File: config.mk
export PLATFORM = sky130hd
export DESIGN_NAME = nco_sweep_ctrl
export DESIGN_NICKNAME = d
export VERILOG_FILES = /design/src/rtl/nco_sweep_ctrl.sv
export SDC_FILE = /design/constraint.sdc
export NUM_CORES = 1
export LEC_CHECK = 0
export BUFFER_PORTS_ARGS = -buffer_cell sky130_fd_sc_hd__buf_4
export CAP_MARGIN = 20
export CORE_MARGIN = 1.5
export CORE_UTILIZATION = 45
export CTS_CLUSTER_SIZE = 20
export DETAILED_ROUTE_END_ITERATION = 12
export PLACE_DENSITY = 0.63
export SETUP_SLACK_MARGIN = 0.15
export SYNTH_ARGS = -nofsm -noshare
export SYNTH_HDL_FRONTEND = slang
export SYNTH_SLANG_ARGS = --single-unit
File: constraint.sdc
create_clock -name clk -period 5.9 [get_ports clk]
set_clock_uncertainty 0.2 [all_clocks]
set_input_delay 1.18 -clock clk [delete_from_list [all_inputs] [get_ports clk]]
set_output_delay 1.18 -clock clk [all_outputs]
set_load 0.005 [all_outputs]
File: src/rtl/nco_sweep_ctrl.sv
// nco_sweep_ctrl: stepped upward frequency sweep sequencer for top_nco.
// Handshake: start is a level request sampled only while idle (no ready/ack,
// no queueing); abort is a level request honoured in any non-idle state and
// takes priority over every other transition. All outputs are registered.
module nco_sweep_ctrl #(
    parameter int FCW_W    = 15,
    parameter int DWELL_W  = 16,
    parameter int SYNC_CYC = 4
) (
    input  logic               clk,
    input  logic               rst,
    input  logic               start,
    input  logic               abort,
    input  logic [FCW_W-1:0]   cfg_start,
    input  logic [FCW_W-1:0]   cfg_stop,
    input  logic [FCW_W-1:0]   cfg_step,
    input  logic [DWELL_W-1:0] cfg_dwell,
    output logic [FCW_W-1:0]   fcw,
    output logic               initial_phase,
    output logic               busy,
    output logic               done
);

    localparam int SYNC_W = (SYNC_CYC > 1) ? $clog2(SYNC_CYC) : 1;

    typedef enum logic [1:0] {
        IDLE  = 2'd0,
        SYNC  = 2'd1,
        DWELL = 2'd2,
        DONE  = 2'd3
    } state_t;

    state_t             state;
    logic [FCW_W-1:0]   sh_start;
    logic [FCW_W-1:0]   sh_stop;
    logic [FCW_W-1:0]   sh_step;
    logic [DWELL_W-1:0] sh_dwell;
    logic [DWELL_W-1:0] dwell_cnt;
    logic [SYNC_W-1:0]  sync_cnt;

    logic [DWELL_W-1:0] dwell_load;
    logic [FCW_W:0]     fcw_sum;
    logic [FCW_W-1:0]   fcw_next;
    logic               last_step;

    // Step arithmetic: one extra bit on the sum so the top of range clamps
    // to stop instead of wrapping; dwell of zero behaves like one cycle.
    always_comb begin
        dwell_load = (sh_dwell == '0) ? '0 : (sh_dwell - DWELL_W'(1));
        fcw_sum    = {1'b0, fcw} + {1'b0, sh_step};
        fcw_next   = (fcw_sum > {1'b0, sh_stop}) ? sh_stop : fcw_sum[FCW_W-1:0];
        last_step  = (fcw == sh_stop) || (sh_step == '0) || (sh_start > sh_stop);
    end

    // Sweep FSM with registered outputs; abort overrides everything when busy.
    always_ff @(posedge clk or posedge rst) begin
        if (rst) begin
            state         <= IDLE;
            fcw           <= '0;
            initial_phase <= 1'b0;
            busy          <= 1'b0;
            done          <= 1'b0;
            sh_start      <= '0;
            sh_stop       <= '0;
            sh_step       <= '0;
            sh_dwell      <= '0;
            dwell_cnt     <= '0;
            sync_cnt      <= '0;
        end else if (abort && (state != IDLE)) begin
            state         <= IDLE;
            fcw           <= '0;
            initial_phase <= 1'b0;
            busy          <= 1'b0;
            done          <= 1'b0;
        end else begin
            case (state)
                IDLE: begin
                    done <= 1'b0;
                    if (start) begin
                        sh_start      <= cfg_start;
                        sh_stop       <= cfg_stop;
                        sh_step       <= cfg_step;
                        sh_dwell      <= cfg_dwell;
                        fcw           <= cfg_start;
                        initial_phase <= 1'b1;
                        busy          <= 1'b1;
                        sync_cnt      <= SYNC_W'(SYNC_CYC - 1);
                        state         <= SYNC;
                    end
                end
                SYNC: begin
                    if (sync_cnt == '0) begin
                        initial_phase <= 1'b0;
                        dwell_cnt     <= dwell_load;
                        state         <= DWELL;
                    end else begin
                        sync_cnt <= sync_cnt - SYNC_W'(1);
                    end
                end
                DWELL: begin
                    if (dwell_cnt != '0) begin
                        dwell_cnt <= dwell_cnt - DWELL_W'(1);
                    end else if (last_step) begin
                        busy  <= 1'b0;
                        done  <= 1'b1;
                        state <= DONE;
                    end else begin
                        fcw       <= fcw_next;
                        dwell_cnt <= dwell_load;
                    end
                end
                DONE: begin
                    done  <= 1'b0;
                    state <= IDLE;
                end
                default: begin
                    state <= IDLE;
                end
            endcase
        end
    end

endmodule

==> flow_summary.json <==
{
  "cap_viol_max_count": 0,
  "cts.htree.levels": 3,
  "gp_congestion": 0.950,
  "num_antenna_cells": 0,
  "num_vias": 5607,
  "layout.nets": 890,
  "cts_root_buf": "clkbuf_16",
  "rsz0062_at_grt": "false",
  "p_leak_nw": 3.40,
  "wl_per_cell_um": 18.1,
  "endpoint": "fcw[7]",
  "synthXorXnorAreaFrac_pct": 5.09,
  "setup_viol": 0,
  "status": "completed",
  "fin_ws_ns": 0.666,
  "core_area_um2": 14000,
  "synth_cells": 697,
  "mostFrequentLayoutCell": "dfrtp_1",
  "cts_tree": "built",
  "ctsResizeCount": 0,
  "grt_remaining_overflow": 0,
  "grt_first_pass_wirelength_mm": 28.0,
  "power.density_nw_per_um2": 694,
  "ys_types": 54,
  "area_growth_pct": 16.3,
  "drtPass1Iterations": 6,
  "clock.fmax_mhz": 191,
  "synthArstFlopShare_pct": 100,
  "muxShareOfSynthArea_pct": 10.0,
  "place_hpwl_mm": 12.8,
  "crit_path_start": "fcw[0]",
  "ant_nets": 0,
  "antenna_found_initial": 0,
  "ys_warn_count": 0,
  "finalPower_mw": 5.28,
  "finalHoldViolations": 0,
  "crit_path_end_kind": "flip-flop",
  "synth_seq_cells": 99,
  "synth_compound_gate_area_share_pct": 20.0,
  "tightest_slew_ns": 0.858,
  "drc": 0,
  "num_io_pins": 83,
  "routed_via_density": 5.87,
  "synth.net_count": 815,
  "regToRegSetupSlack_ns": 0.67,
  "synth_area_um2": 6540,
  "drive_gt1_share_pct": 20.7,
  "insertion_delay_ns": 0.37,
  "cts_buffer_depth": 2,
  "synth_edf_count": 0,
  "required_ns": 5.95,
  "slew_viol_final": 0,
  "synthAdderAreaFrac_pct": 10.3,
  "synth_top_family_by_area": "compound AO/OA/AOI/OAI gates",
  "grt_pass1_vias": 5424,
  "vdd_ir_drop_max_mv": 0.415,
  "rows": 43,
  "die-area_um2": 15300,
  "portBuffers": 82,
  "hold_class": "reg -> reg",
  "post_cts_buffers": 0,
  "ys_seq_area_share_pct": 37.9,
  "period_share_pct": 88.7,
  "layout_common_cells": "dfrtp_1 (99), buf_4 (90), o21ai_0 (78)",
  "crit_fanout": 10,
  "synth.avg_cell_area_um2": 9.38,
  "clkTransAtPathRegs_ns": 0.07,
  "setup_tns_ns": 0,
  "rr_worst_depth": 19,
  "routed_wl_mm": 17.3,
  "start_util_pct": 46.6,
  "path_class": "reg -> reg",
  "finish.instance_area_um2": 7610,
  "rr_startpoint": "fcw[0]",
  "slew_headroom_pct": 42.8,
  "grt_max_degree": 66,
  "place_area_um2": 7340,
  "worstReg2RegEnd": "fcw[7]",
  "grt_usage_pct": 24.0,
  "arrival_ns": 5.28,
  "yosys.area_share.simple_pct": 13.0,
  "min_period_ns": 5.23,
  "cts_buffers": 9,
  "nFillCells": 1297,
  "place_ws_ns": 0.710,
  "hold_path_depth": 1,
  "clock_sinks": 99,
  "cts_hold_buf": 0,
  "drtIter0Drc": 392,
  "synthFlopType": "dfrtp_1",
  "die_h_um": 124,
  "startpoint_type": "flip-flop",
  "die_x_um": 124
}
## per-stage QoR
step                std cells  utilization (%)  hold WS, ns
global route              956             54.2        0.345
detailed placement        941             52.3        0.300
finish                    956             54.2        0.316
global placement          940             52.2        0.296
floorplan                 697                -        0.268
CTS                       956             54.2        0.317
## where the power goes
part           leakage [nW]  total, mW  internal [mW]  switching (mW)
Sequential             1.19       1.37           1.02           0.350
Combinational          2.09       3.35           1.52            1.83
Clock                 0.122      0.562          0.286           0.276
## critical path, stage by stage, from the launching register on
cell and delay, ns:
dfrtp_1 0.43, ha_1 0.24, inv_1 0.08, fa_1 0.21, nor2b_1 0.07, o31a_1 0.27
or2_2 0.34, a2111oi_0 0.42, o21bai_1 0.15, xor2_1 0.17, ha_1 0.30, nand3_1 0.13
or4_1 0.56, or2_0 0.25, o31a_2 0.14, a2111oi_4 0.31, buf_4 0.26, mux2_2 0.35
mux2i_1 0.12, o21ai_0 0.10
## state kept, by name, summed over array words and instances, names as in the netlist
| register | cells |
|---|---|
| dwell_cnt | 16 |
| initial_phase | 1 |
| sh_dwell | 16 |
| sh_start | 15 |
| state | 2 |
| sh_step | 15 |
| fcw | 15 |
| sync_cnt | 2 |
| busy | 1 |
| sh_stop | 15 |
| done | 1 |
## layer usage
layer  global-route usage, %  wire length (µm)  vias up
met3                    4.29               961       23
met5                       0                 0        -
met4                    6.61               274        0
met2                    36.8              7570      169
met1                    34.8              8450     2722
li1                        -                 -     2693
## logic make-up after synthesis
family,Yosys count
AOI/OAI and AO/OA,206
and+or+nand+nor,179
DFF,99
buffers and inverters,62
muxes,60
adders and majority gates,53
xor gates and xnor gates,38
## cells in the mapped netlist, drive strengths merged (2+ instances only)
cell type / number / area (µm²)
nor3: 16 / 80.1
a32oi: 2 / 17.5
mux2i: 16 / 160
a22oi: 3 / 22.5
nor2: 42 / 158
o211ai: 4 / 30.0
a211oi: 17 / 153
o31a: 3 / 27.5
nor4b: 2 / 17.5
o21ai: 78 / 390
xnor2: 25 / 219
buf: 8 / 40.0
clkbuf: 18 / 67.6
nand2b: 9 / 56.3
ha: 52 / 651
xor2: 13 / 114
a31oi: 4 / 25.0
a2bb2oi: 3 / 26.3
nand4: 9 / 56.3
o21a: 7 / 52.6
dfrtp: 99 / 2480
or3: 3 / 18.8
a21o: 20 / 151
and3: 4 / 25.0
o22ai: 3 / 18.8
inv: 36 / 135
mux2: 44 / 495
nor4: 14 / 87.6
o22a: 2 / 17.5
a2111oi: 2 / 36.3
and2: 4 / 25.0
nor2b: 5 / 31.3
o31ai: 7 / 52.6
a21oi: 43 / 215
nand2: 52 / 195
nand3: 15 / 75.1
or2: 3 / 18.8
## cell type report
class | count | area [µm²] | area share [%]
multi-input combinational | 536 | 3830 | 50.3
sequential | 99 | 2480 | 32.6
timing repair buffer | 90 | 676 | 8.88
clock buffer | 10 | 229 | 3.01
tap | 180 | 225 | 2.96
inverter | 36 | 138 | 1.81
clock inverter | 5 | 38.8 | 0.510
## worst min-delay path by stage
stage                              from             to
after detailed placement  dwell_cnt[15]  dwell_cnt[15]
after floorplan            dwell_cnt[9]   dwell_cnt[9]
after global routing       sh_start[14]   sh_start[14]
after global placement      sh_start[7]    sh_start[7]
after CTS                 dwell_cnt[15]  dwell_cnt[15]
final                       sh_start[7]    sh_start[7]
(Power assumes the default switching activity.)
